$ cat config.mk
export PLATFORM = sky130hd
export DESIGN_NAME = booth_arbiter
export DESIGN_NICKNAME = d
export VERILOG_FILES = /design/src/rtl/booth_pkg.sv /design/src/rtl/booth_arbiter_rr_pick.sv /design/src/rtl/booth_arbiter.sv
export SDC_FILE = /design/constraint.sdc
export NUM_CORES = 1
export LEC_CHECK = 0
export CAP_MARGIN = 20
export CELL_PAD_IN_SITES_DETAIL_PLACEMENT = 1
export CELL_PAD_IN_SITES_GLOBAL_PLACEMENT = 2
export CORE_ASPECT_RATIO = 0.75
export CORE_MARGIN = 2
export CORE_UTILIZATION = 27
export CTS_BUF_LIST = sky130_fd_sc_hd__clkbuf_4 sky130_fd_sc_hd__clkbuf_8
export CTS_CLUSTER_SIZE = 40
export DETAILED_ROUTE_END_ITERATION = 7
export PLACE_DENSITY = 0.86
export REMOVE_ABC_BUFFERS = 1
export SLEW_MARGIN = 40
export SYNTH_ARGS = -nofsm -noshare
export SYNTH_HDL_FRONTEND = slang
export SYNTH_SLANG_ARGS = --single-unit
$ cat constraint.sdc
create_clock -name clk -period 4.2 [get_ports clk]
set_input_delay 0.63 -clock clk [delete_from_list [all_inputs] [get_ports clk]]
set_output_delay 0.63 -clock clk [all_outputs]
set_load 0.005 [all_outputs]
$ cat src/rtl/booth_pkg.sv
// Shared definitions for the Booth multiplier arbiter: FSM encoding and
// the packed-operand slice helper.
`ifndef BOOTH_PKG_SV
`define BOOTH_PKG_SV

// Select requester idx's w-bit field from a packed per-requester vector.
`define BOOTH_SLICE(vec, idx, w) vec[(idx)*(w) +: (w)]

package booth_pkg;

  typedef enum logic [1:0] {
    S_IDLE  = 2'd0,
    S_START = 2'd1,
    S_WAIT  = 2'd2,
    S_RESP  = 2'd3
  } state_t;

  // Watchdog counter width; TIMEOUT is bounded below 256.
  localparam int WDOG_W = 8;

endpackage

`endif

$ cat src/rtl/booth_arbiter_rr_pick.sv
// Round-robin picker: lowest set request at or after ptr, wrapping at NREQ.
module rr_pick
  import booth_pkg::*;
#(
  parameter int NREQ  = 4,
  parameter int PTR_W = $clog2(NREQ)
) (
  input  logic [NREQ-1:0]  req,
  input  logic [PTR_W-1:0] ptr,
  output logic [PTR_W-1:0] idx,
  output logic             vld
);

  localparam int PW1 = PTR_W + 1;

  logic [PTR_W:0] pos;

  // Scan from the farthest candidate back to ptr so the nearest hit wins.
  always_comb begin
    idx = '0;
    vld = 1'b0;
    pos = '0;
    for (int k = NREQ - 1; k >= 0; k--) begin
      pos = {1'b0, ptr} + PW1'(k);
      if (pos >= PW1'(NREQ)) pos = pos - PW1'(NREQ);
      if (req[pos[PTR_W-1:0]]) begin
        idx = pos[PTR_W-1:0];
        vld = 1'b1;
      end
    end
  end

endmodule

$ cat src/rtl/booth_arbiter.sv
// Round-robin front end that shares one sequential Booth multiplier among
// NREQ requesters, with a watchdog that aborts a multiplier that never
// signals done.
module booth_arbiter
  import booth_pkg::*;
#(
  parameter int W       = 5,
  parameter int NREQ    = 4,
  parameter int TIMEOUT = 31
) (
  input  logic                clk,
  input  logic                rst,
  input  logic [NREQ-1:0]     req,
  input  logic [NREQ*W-1:0]   op_a,
  input  logic [NREQ*W-1:0]   op_b,
  output logic [NREQ-1:0]     ack,
  output logic [2*W-1:0]      res,
  output logic                err,
  output logic                busy,
  output logic [W-1:0]        mul_a,
  output logic [W-1:0]        mul_b,
  output logic                mul_start,
  input  logic [2*W-1:0]      mul_c,
  input  logic                mul_done
);

  localparam int PTR_W = $clog2(NREQ);

  state_t                  state_q, state_d;
  logic [PTR_W-1:0]        ptr_q, ptr_d;
  logic [PTR_W-1:0]        gnt_q, gnt_d;
  logic [NREQ-1:0]         ack_q, ack_d;
  logic signed [2*W-1:0]   res_q, res_d;
  logic                    err_q, err_d;
  logic                    busy_q, busy_d;
  logic                    start_q, start_d;
  logic signed [W-1:0]     mul_a_q, mul_a_d;
  logic signed [W-1:0]     mul_b_q, mul_b_d;
  logic [WDOG_W-1:0]       wdog_q, wdog_d;

  logic [PTR_W-1:0]        pick_idx;
  logic                    pick_vld;

  rr_pick #(
    .NREQ  (NREQ),
    .PTR_W (PTR_W)
  ) u_pick (
    .req (req),
    .ptr (ptr_q),
    .idx (pick_idx),
    .vld (pick_vld)
  );

  // Next-state and registered-output computation for the service FSM.
  always_comb begin
    state_d = state_q;
    ptr_d   = ptr_q;
    gnt_d   = gnt_q;
    ack_d   = '0;
    res_d   = res_q;
    err_d   = err_q;
    start_d = 1'b0;
    mul_a_d = mul_a_q;
    mul_b_d = mul_b_q;
    wdog_d  = wdog_q;

    case (state_q)
      S_IDLE: begin
        if (pick_vld) begin
          gnt_d   = pick_idx;
          mul_a_d = `BOOTH_SLICE(op_a, pick_idx, W);
          mul_b_d = `BOOTH_SLICE(op_b, pick_idx, W);
          start_d = 1'b1;
          state_d = S_START;
        end
      end
      S_START: begin
        wdog_d  = '0;
        state_d = S_WAIT;
      end
      S_WAIT: begin
        wdog_d = wdog_q + 1'b1;
        // wdog_q == 0 marks the first WAIT cycle, where a done still
        // asserted from the previous product must not be trusted.
        if (mul_done && (wdog_q != '0)) begin
          res_d   = mul_c;
          err_d   = 1'b0;
          ack_d[gnt_q] = 1'b1;
          state_d = S_RESP;
        end else if (wdog_q == WDOG_W'(TIMEOUT - 1)) begin
          res_d   = '0;
          err_d   = 1'b1;
          ack_d[gnt_q] = 1'b1;
          state_d = S_RESP;
        end
      end
      S_RESP: begin
        res_d = '0;
        err_d = 1'b0;
        if (gnt_q == PTR_W'(NREQ - 1)) ptr_d = '0;
        else                           ptr_d = gnt_q + 1'b1;
        state_d = S_IDLE;
      end
      default: state_d = S_IDLE;
    endcase

    busy_d = (state_d != S_IDLE);
  end

  // State and output registers; reset aborts any operation in flight.
  always_ff @(posedge clk) begin
    if (rst) begin
      state_q <= S_IDLE;
      ptr_q   <= '0;
      gnt_q   <= '0;
      ack_q   <= '0;
      res_q   <= '0;
      err_q   <= 1'b0;
      busy_q  <= 1'b0;
      start_q <= 1'b0;
      mul_a_q <= '0;
      mul_b_q <= '0;
      wdog_q  <= '0;
    end else begin
      state_q <= state_d;
      ptr_q   <= ptr_d;
      gnt_q   <= gnt_d;
      ack_q   <= ack_d;
      res_q   <= res_d;
      err_q   <= err_d;
      busy_q  <= busy_d;
      start_q <= start_d;
      mul_a_q <= mul_a_d;
      mul_b_q <= mul_b_d;
      wdog_q  <= wdog_d;
    end
  end

  assign ack       = ack_q;
  assign res       = res_q;
  assign err       = err_q;
  assign busy      = busy_q;
  assign mul_a     = mul_a_q;
  assign mul_b     = mul_b_q;
  assign mul_start = start_q;

endmodule

==> results of run 1 <==
## worst min-delay path by stage
stage | end | slack (ps) | cells past startpoint
floorplan | err$_SDFFE_PP0P_ | 450 | 1
global route | mul_b[4]$_SDFFE_PP0P_ | 490 | 2
CTS | err$_SDFFE_PP0P_ | 470 | 1
finish | err$_SDFFE_PP0P_ | 460 | 1
detailed placement | err$_SDFFE_PP0P_ | 450 | 1
global placement | err$_SDFFE_PP0P_ | 440 | 1
## area by class of cell
type / count / area (sq um) / share of cell area, %
Tap cell: 84 / 105 / 3.58
Clock buffer: 6 / 82.6 / 2.81
Clock inverter: 2 / 13.8 / 0.469
Sequential cell: 41 / 821 / 28.0
Timing Repair Buffer: 84 / 838 / 28.6
Multi-Input combinational cell: 137 / 1030 / 35.2
Inverter: 11 / 41.3 / 1.41
## state kept, by name, summed over array words and instances (netlist names)
register   count
ack            4
busy           1
err            1
gnt_q          2
mul_a          5
mul_b          5
mul_start      1
ptr_q          2
res           10
state_q        2
wdog_q         8
## where the power goes
part / switching (mW) / internal [mW]
clock network: 0.145 / 0.133
registers: 0.0350 / 0.449
logic: 0.220 / 0.224
## cell usage after synthesis, types with 2 or more instances
cell	n	area (sq um)
nand2b_1	4	25.0
a21o_1	2	15.0
nand2_1	18	67.6
inv_1	11	41.3
o221ai_1	10	87.6
clkbuf_1	4	15.0
nand3_1	3	15.0
a22o_1	11	96.3
mux2i_1	23	230
and2_1	5	31.3
nand4_1	4	25.0
or3_1	2	12.5
xor2_1	4	35.0
or4_1	2	15.0
buf_2	2	10.0
o21ai_0	3	15.0
nor2_1	15	56.3
a21oi_1	11	55.1
ha_1	11	138
dfxtp_1	41	821
## logic make-up after synthesis
logic type	Yosys count
AOI/OAI and AO/OA	43
xor gates and xnor gates	4
adders and majority gates	11
buffers and inverters	18
DFF	41
muxes	23
and+or+nand+nor	56
## metal layers
metal,part of all wire (%),track usage (%)
met2,45,21.9
met1,49,19.8
met5,0,0
met4,1.9,5.00
met3,4.5,3.56
## worst max-delay path, cell delays in order (launching register included)
cell      delay (ps)
dfxtp_1          340
inv_1            100
ha_1             140
or4b_4           480
o41ai_4          300
a21oi_2          100
a211oi_2         630
a22o_1           260
==> qor.txt, run 1 <==
placed cell count = 357
Critical Path AT = 2660 ps
Final Critical Period = 2420 ps
worst hold path type = reg2reg
Synth cell types = 30
clock sink count = 41
Slew headroom = 47.2%
# setup viols final = 0
all-layer global routing usage = 14.4%
GPL Wtd Cong = 0.702
total gr overflow = 0
Crit. Startpoint = wdog_q[0]$_SDFFE_PP0P_
post-synthesis instance total = 196
worst-path maximum fanout = 11
die area = 7790 sq um
Seq/Total Area, Yosys = 42.8%
Worst-Margin Slew = 790 ps
post-synthesis mux area share = 12.0%
worst r2r src = wdog_q[0]$_SDFFE_PP0P_
pwr/cell area = 411 nW/um^2
post-DP HPWL = 4.27 mm
# DRC = 0
EDFF count, synth = 0
fin nets = 348
CP Capture Point = res[3]$_SDFFE_PP0P_
WP data required = 4440 ps
I/O Buffers = 83
flop-to-flop setup slack = 1780 ps
Synth Area in Simple Gates = 14.2%
PostCTS Resize Cnt = 0
YS warnings = 0
Post-synth ARST share = 0%
fin area = 2940 sq um
r2r worst-path depth = 7
period utilization = 57.6%
via count = 1734
Synth Flop Type = dfxtp_1
layout cells sized above 1 = 5.69%
initial antenna violation count = 0
Clock Skews = 11.9 ps
Tot Pwr = 1.21 mW
fin worst setup slack = 1780 ps
cell area after placement = 2840 sq um
final WL = 5.46 mm
syn_area_per_cell = 9.77 sq um
worst r2r dst = res[3]$_SDFFE_PP0P_
commonest non-fill, non-tap cells in the layout = clkdlybuf4s50_1 (83), dfxtp_1 (41), mux2i_1 (23)
CTS tree = yes
max frequency = 0.413 GHz
Clock Tree Root = clkbuf_8
status = complete, no violations
adder-cell share of the synthesized area = 7.18%
antenna cells = 0
drt initial violations = 40
CP Launch Type = flop
Initial Util = 28.0%
Final Util = 43.0%
Site Rows = 26
WHS = 464 ps
Cell Area, Synth = 1920 sq um
Layout area overhead = 53.2%
vias in the first global route = 1780
type of destination of the critical path = flop
setup total negative slack = 0 ps
Leak = 1.10 nW
H-tree depth = 2
VDD IR-drop max = 228 uV
TritonCTS Buffers = 5
DP Worst Slack = 1350 ps
First-pass DRT Iterations = 4
I/O pin total = 84
drt via density = 4.75
compound-cell area share of the yosys netlist = 18.0%
post-synthesis xor/xnor area fraction = 1.83%
WL/cell = 15.0 microns
Clk pin slew, worst setup/hold paths = 90 ps
Hold Fails Final Rpt = 0
Skew-Pair Late Insertion Delay = 300 ps
Core Region = 6830 sq um
number of fill cells in the layout = 792
unrepaired setup endpoints after global routing = false
die height = 76.9 microns
#FFs+latches synth = 41
Worst Hold Launch = err$_SDFFE_PP0P_
count of final max-slew check failures = 0
post-route insts no fill = 365
post-CTS setup buffers = 0
clk buf depth = 2
largest family of logic cells by synthesized area = compound AO/OA/AOI/OAI gates
DIE WIDTH = 101 microns
most common library cell in the layout ignoring fill and taps = clkdlybuf4s50_1
hold buffers post-CTS = 0
worst setup path category = reg2reg
MaxCap Viol Count = 0
largest net degree at the start of global routing = 22
first-pass GRT wire length = 8.94 mm
Routed Antenna Nets = 0
No activity file was read; power rests on OpenSTA's default activity.
==> run 2, diff against run 1 <==
CORE_UTILIZATION = 25   (was 27)
PLACE_DENSITY = 0.8   (was 0.86)
clock period = 2.5 ns   (was 4.2 ns; I/O delays follow)
==> qor.txt, run 2 (same netlist as run 1, synthesis figures left out) <==
status = complete, no violations (unchanged)
Routed Antenna Nets = 0 (unchanged)
Worst-Margin Slew = 651 ps (was 790 ps)
worst hold path type = reg2reg (unchanged)
Final Util = 40.7% (was 43.0%)
pwr/cell area = 713 nW/um^2 (was 411 nW/um^2)
VDD IR-drop max = 299 uV (was 228 uV)
WL/cell = 14.4 microns (was 15.0 microns)
clock sink count = 41 (unchanged)
unrepaired setup endpoints after global routing = false (unchanged)
largest net degree at the start of global routing = 22 (unchanged)
commonest non-fill, non-tap cells in the layout = clkdlybuf4s50_1 (83), dfxtp_1 (41), mux2i_1 (23) (unchanged)
vias in the first global route = 1776 (was 1780)
Hold Fails Final Rpt = 0 (unchanged)
Initial Util = 25.9% (was 28.0%)
GPL Wtd Cong = 0.720 (was 0.702)
hold buffers post-CTS = 0 (unchanged)
Clock Tree Root = clkbuf_8 (unchanged)
met2 routed WL = 2.56 mm (was 2.46 mm)
PostCTS Resize Cnt = 0 (unchanged)
most common library cell in the layout ignoring fill and taps = clkdlybuf4s50_1 (unchanged)
post-CTS setup buffers = 0 (unchanged)
DRT met1 WL = 2.63 mm (was 2.66 mm)
post-DP HPWL = 4.29 mm (was 4.27 mm)
max frequency = 0.489 GHz
# DRC = 0 (unchanged)
CP Launch Type = primary input (was flop)
Skew-Pair Late Insertion Delay = 290 ps (was 300 ps)
MaxCap Viol Count = 0 (unchanged)
die height = 79.8 microns (was 76.9 microns)
type of destination of the critical path = flop (unchanged)
Critical Path AT = 2210 ps (was 2660 ps)
drt via density = 4.58 (was 4.75)
top routing layer used = met4 (unchanged)
H-tree depth = 2 (unchanged)
period utilization = 81.8%
WP data required = 2660 ps (was 4440 ps)
Clk pin slew, worst setup/hold paths = 80 ps (was 90 ps)
worst setup path category = in2reg (was reg2reg)
Final Critical Period = 2050 ps
Leak = 1.13 nW (was 1.10 nW)
all-layer global routing usage = 13.6% (was 14.4%)
# setup viols final = 0 (unchanged)
layout cells sized above 1 = 6.34% (was 5.69%)
I/O Buffers = 83 (unchanged)
Slew headroom = 56.3% (was 47.2%)
first-pass GRT wire length = 8.86 mm (was 8.94 mm)
antenna cells = 0 (unchanged)
final WL = 5.55 mm (was 5.46 mm)
DIE WIDTH = 105 microns (was 101 microns)
clk buf depth = 2 (unchanged)
Tot Pwr = 2.15 mW (was 1.21 mW)
total gr overflow = 0 (unchanged)
count of final max-slew check failures = 0 (unchanged)
fin nets = 351 (was 348)
I/O pin total = 84 (unchanged)
worst-path maximum fanout = 10 (was 11)
max reg flops = 10 (unchanged)
First-pass DRT Iterations = 4 (unchanged)
met3 wire length = 288 microns (was 243 microns)
drt initial violations = 47 (was 40)
Site Rows = 27 (was 26)
Core Region = 7400 sq um (was 6830 sq um)
initial antenna violation count = 0 (unchanged)
Clock Skews = 4.44 ps (was 11.9 ps)
via count = 1764 (was 1734)
CTS tree = yes (unchanged)
TritonCTS Buffers = 5 (unchanged)
die area = 8390 sq um (was 7790 sq um)
Layout area overhead = 57.2% (was 53.2%)
## run 2: layout make-up
type                    instances  area [sq um]
clock buffers                   7          90.1
fillers                       839          4390
well taps                     101           126
inverters                      11          41.3
multi-input cells             137          1030
flip-flops and latches         41           821
clock inverters                 1          30.0
repair buffers                 87           873
## run 2: path summary, 6_finish.rpt
check | start | endpoint | slack, ps | cells past startpoint
worst min register to register | err$_SDFFE_PP0P_ | err$_SDFFE_PP0P_ | 470 | 1
worst max-delay path | req[0] | mul_a[0]$_SDFFE_PP0P_ | 450 | 6
worst min-delay path | err$_SDFFE_PP0P_ | err$_SDFFE_PP0P_ | 470 | 1
worst max register to register | wdog_q[0]$_SDFFE_PP0P_ | res[2]$_SDFFE_PP0P_ | 470 | 8
## run 2: metal layers
metal	vias to the layer above	GRT usage [%]
li1	877	-
met3	5	4.73
met5	-	0
met2	34	21.0
met1	848	17.7
met4	0	4.00
## run 2: per-stage QoR
stage          TNS (ps)  cell area [sq um]  cells  hold slack (ps)  setup WS, ps
2_1_floorplan      -977               1880    189              442         -98.5
6_report              0               3010    385              469           455
3_3_place_gp          0               2890    377              437           171
3_5_place_dp          0               2890    377              447           112
4_1_cts               0               3010    385              467           429
5_1_grt               0               3010    385              502           282
## run 2: power by group
part	switching (mW)	internal [mW]	leakage, nW
combinational	0.367	0.390	0.731
sequential	0.0630	0.755	0.334
clock	0.238	0.337	0.0619
## run 2: critical path, cell delays in order
cell and delay [ps]:
clkdlybuf4s50_1 480, or4_1 590, nand2_1 160, nor2_1 80
nand2b_1 330, o221ai_1 190
==> run 3, diff against run 2 <==
clock period = 2 ns   (was 2.5 ns; I/O delays follow)
==> qor.txt, run 3 (same netlist as run 1, synthesis figures left out) <==
status = complete, no violations (unchanged)
I/O Buffers = 83 (unchanged)
crit-path cells = inv_2, ha_1, or4b_4, o41ai_4, a21oi_2, a211oi_2, buf_6, a22o_1 (was clkdlybuf4s50_1, or4_1, nand2_1, nor2_1, nand2b_1, o221ai_1)
layout cells sized above 1 = 12.7% (was 6.34%)
DIE WIDTH = 105 microns (unchanged)
clk buf depth = 2 (unchanged)
commonest non-fill, non-tap cells in the layout = clkdlybuf4s50_1 (83), dfxtp_1 (39), mux2i_1 (23) (was clkdlybuf4s50_1 (83), dfxtp_1 (41), mux2i_1 (23))
CP Launch Type = flop (was primary input)
Crit path max-delay family = compound AO/OA/AOI/OAI gates (was simple AND/OR/NAND/NOR gates)
antenna cells = 0 (unchanged)
Routed Antenna Nets = 0 (unchanged)
worst hold path type = reg2reg (unchanged)
Core Region = 7400 sq um (unchanged)
count of final max-slew check failures = 0 (unchanged)
H-tree depth = 2 (unchanged)
fin area = 3170 sq um (was 3010 sq um)
Clk pin slew, worst setup/hold paths = 80 ps (about the same)
fin nets = 367 (was 351)
CP max stage cell = or4b_4 (was or4_1)
Slew headroom = 66.6% (was 56.3%)
type of destination of the critical path = flop (unchanged)
drt initial violations = 55 (was 47)
period utilization = 96.1%
die height = 79.8 microns (unchanged)
slowest stage delay, CP = 480 ps (was 590 ps)
GPL Wtd Cong = 0.770 (was 0.720)
initial antenna violation count = 0 (unchanged)
sequential fraction of design power = 36.2% (was 38.1%)
worst-path maximum fanout = 11 (was 10)
max frequency = 0.521 GHz
Final Util = 42.9% (was 40.7%)
First-pass DRT Iterations = 4 (unchanged)
Leak = 1.22 nW (was 1.13 nW)
Switching Power = 859 uW (was 667 uW)
Hold Fails Final Rpt = 0 (unchanged)
vias in the first global route = 1896 (was 1776)
most common library cell in the layout ignoring fill and taps = clkdlybuf4s50_1 (unchanged)
worst setup path category = reg2reg (was in2reg)
CP Buf/Inv Count = 2 (was 1)
Initial Util = 25.9% (unchanged)
Clock Tree Root = clkbuf_8 (unchanged)
TritonCTS Buffers = 5 (unchanged)
pwr/cell area = 887 nW/um^2 (was 713 nW/um^2)
largest net degree at the start of global routing = 22 (unchanged)
# setup viols final = 0 (unchanged)
Gate power share = 38.7% (was 35.2%)
drt via density = 4.53 (was 4.58)
VDD IR-drop max = 403 uV (was 299 uV)
Critical Path AT = 2160 ps (was 2210 ps)
Site Rows = 27 (unchanged)
Skew-Pair Late Insertion Delay = 290 ps (about the same)
Layout area overhead = 65.6% (was 57.2%)
hold buffers post-CTS = 0 (unchanged)
unrepaired setup endpoints after global routing = true (was false)
WP data required = 2240 ps (was 2660 ps)
design internal power = 1.96 mW (was 1.48 mW)
I/O pin total = 84 (unchanged)
max reg flops = 10 (unchanged)
via count = 1817 (was 1764)
Final Critical Period = 1920 ps
die area = 8390 sq um (unchanged)
CTS tree = yes (unchanged)
cell area after placement = 3030 sq um (was 2890 sq um)
sw frac = 30.5% (was 31.1%)
Clock Skews = 3.73 ps (was 4.44 ps)
WL/cell = 14.7 microns (was 14.4 microns)
Worst-Margin Slew = 488 ps (was 651 ps)
MaxCap Viol Count = 0 (unchanged)
total gr overflow = 0 (unchanged)
all-layer global routing usage = 14.5% (was 13.6%)
clock sink count = 41 (unchanged)
first-pass GRT wire length = 9.57 mm (was 8.86 mm)
post-DP HPWL = 4.59 mm (was 4.29 mm)
# DRC = 0 (unchanged)
clock group share of total power = 25.1% (was 26.7%)
final WL = 5.90 mm (was 5.55 mm)
==> run 3: cell types whose count changed in the layout (fill, tap and decap cells not counted), moves of 2 or more <==
cell and change:
buf_4 +13, dfxtp_1 -2, buf_12 +2, dfxtp_2 +2
==> run 3: path summary, 6_finish.rpt <==
path                                             start                   to  slack (ps)  cells past startpoint
worst max-delay path            wdog_q[0]$_SDFFE_PP0P_  res[6]$_SDFFE_PP0P_          80                      8
worst min-delay path                  err$_SDFFE_PP0P_     err$_SDFFE_PP0P_         460                      1
worst max register to register  wdog_q[0]$_SDFFE_PP0P_  res[6]$_SDFFE_PP0P_          80                      8
worst min register to register        err$_SDFFE_PP0P_     err$_SDFFE_PP0P_         460                      1
==> run 3: power by group through the flow <==
stage,logic (mW),registers (mW),clock network (mW)
4_1_cts,1.10,1.02,0.728
6_report,1.09,1.02,0.706
3_3_place_gp,1.07,1.03,0
3_5_place_dp,1.09,1.04,0
5_1_grt,1.21,1.04,0.770
2_1_floorplan,0.479,1.04,0
==> run 3: area by class of cell <==
type                            instances  area (sq um)
Fill cell                             825          4230
Multi-Input combinational cell        137          1040
Timing Repair Buffer                  103          1020
Sequential cell                        41           823
Tap cell                              101           126
Clock buffer                            7          90.1
Inverter                               11          41.3
Clock inverter                          1          30.0
==> run 3: layer usage <==
metal	GRT usage [%]	wire, microns
met3	3.59	194
met2	24.4	2840
met1	18.7	2820
met4	3.60	52
met5	0	0
==> run 3: what timing repair did <==
item                       in CTS  in global routing
gates resized for setup         1                  5
pin swaps                       0                  1
setup buffers                   0                  1
setup endpoints to repair       2                 15
==> run 3: metrics by stage <==
stage | hold slack [ps] | total power, mW | instances | setup slack [ps] | TNS, ps
after global placement | 435 | 2.10 | 392 | -111 | -1600
final | 464 | 2.82 | 401 | 78.8 | 0
after detailed placement | 446 | 2.13 | 392 | -99.8 | -815
after global routing | 495 | 3.01 | 401 | -34.4 | -239
after floorplan | 367 | 1.51 | 189 | -537 | -6160
after CTS | 465 | 2.85 | 400 | 9.55 | 0
==> run 3: worst register-to-register path, delay by kind of cell (launching register included) <==
family | cells | cell delay (ps)
and+or+nand+nor | 1 | 480
AOI/OAI and AO/OA | 4 | 680
adders and majority gates | 1 | 130
buffers and inverters | 2 | 240
DFF | 1 | 330
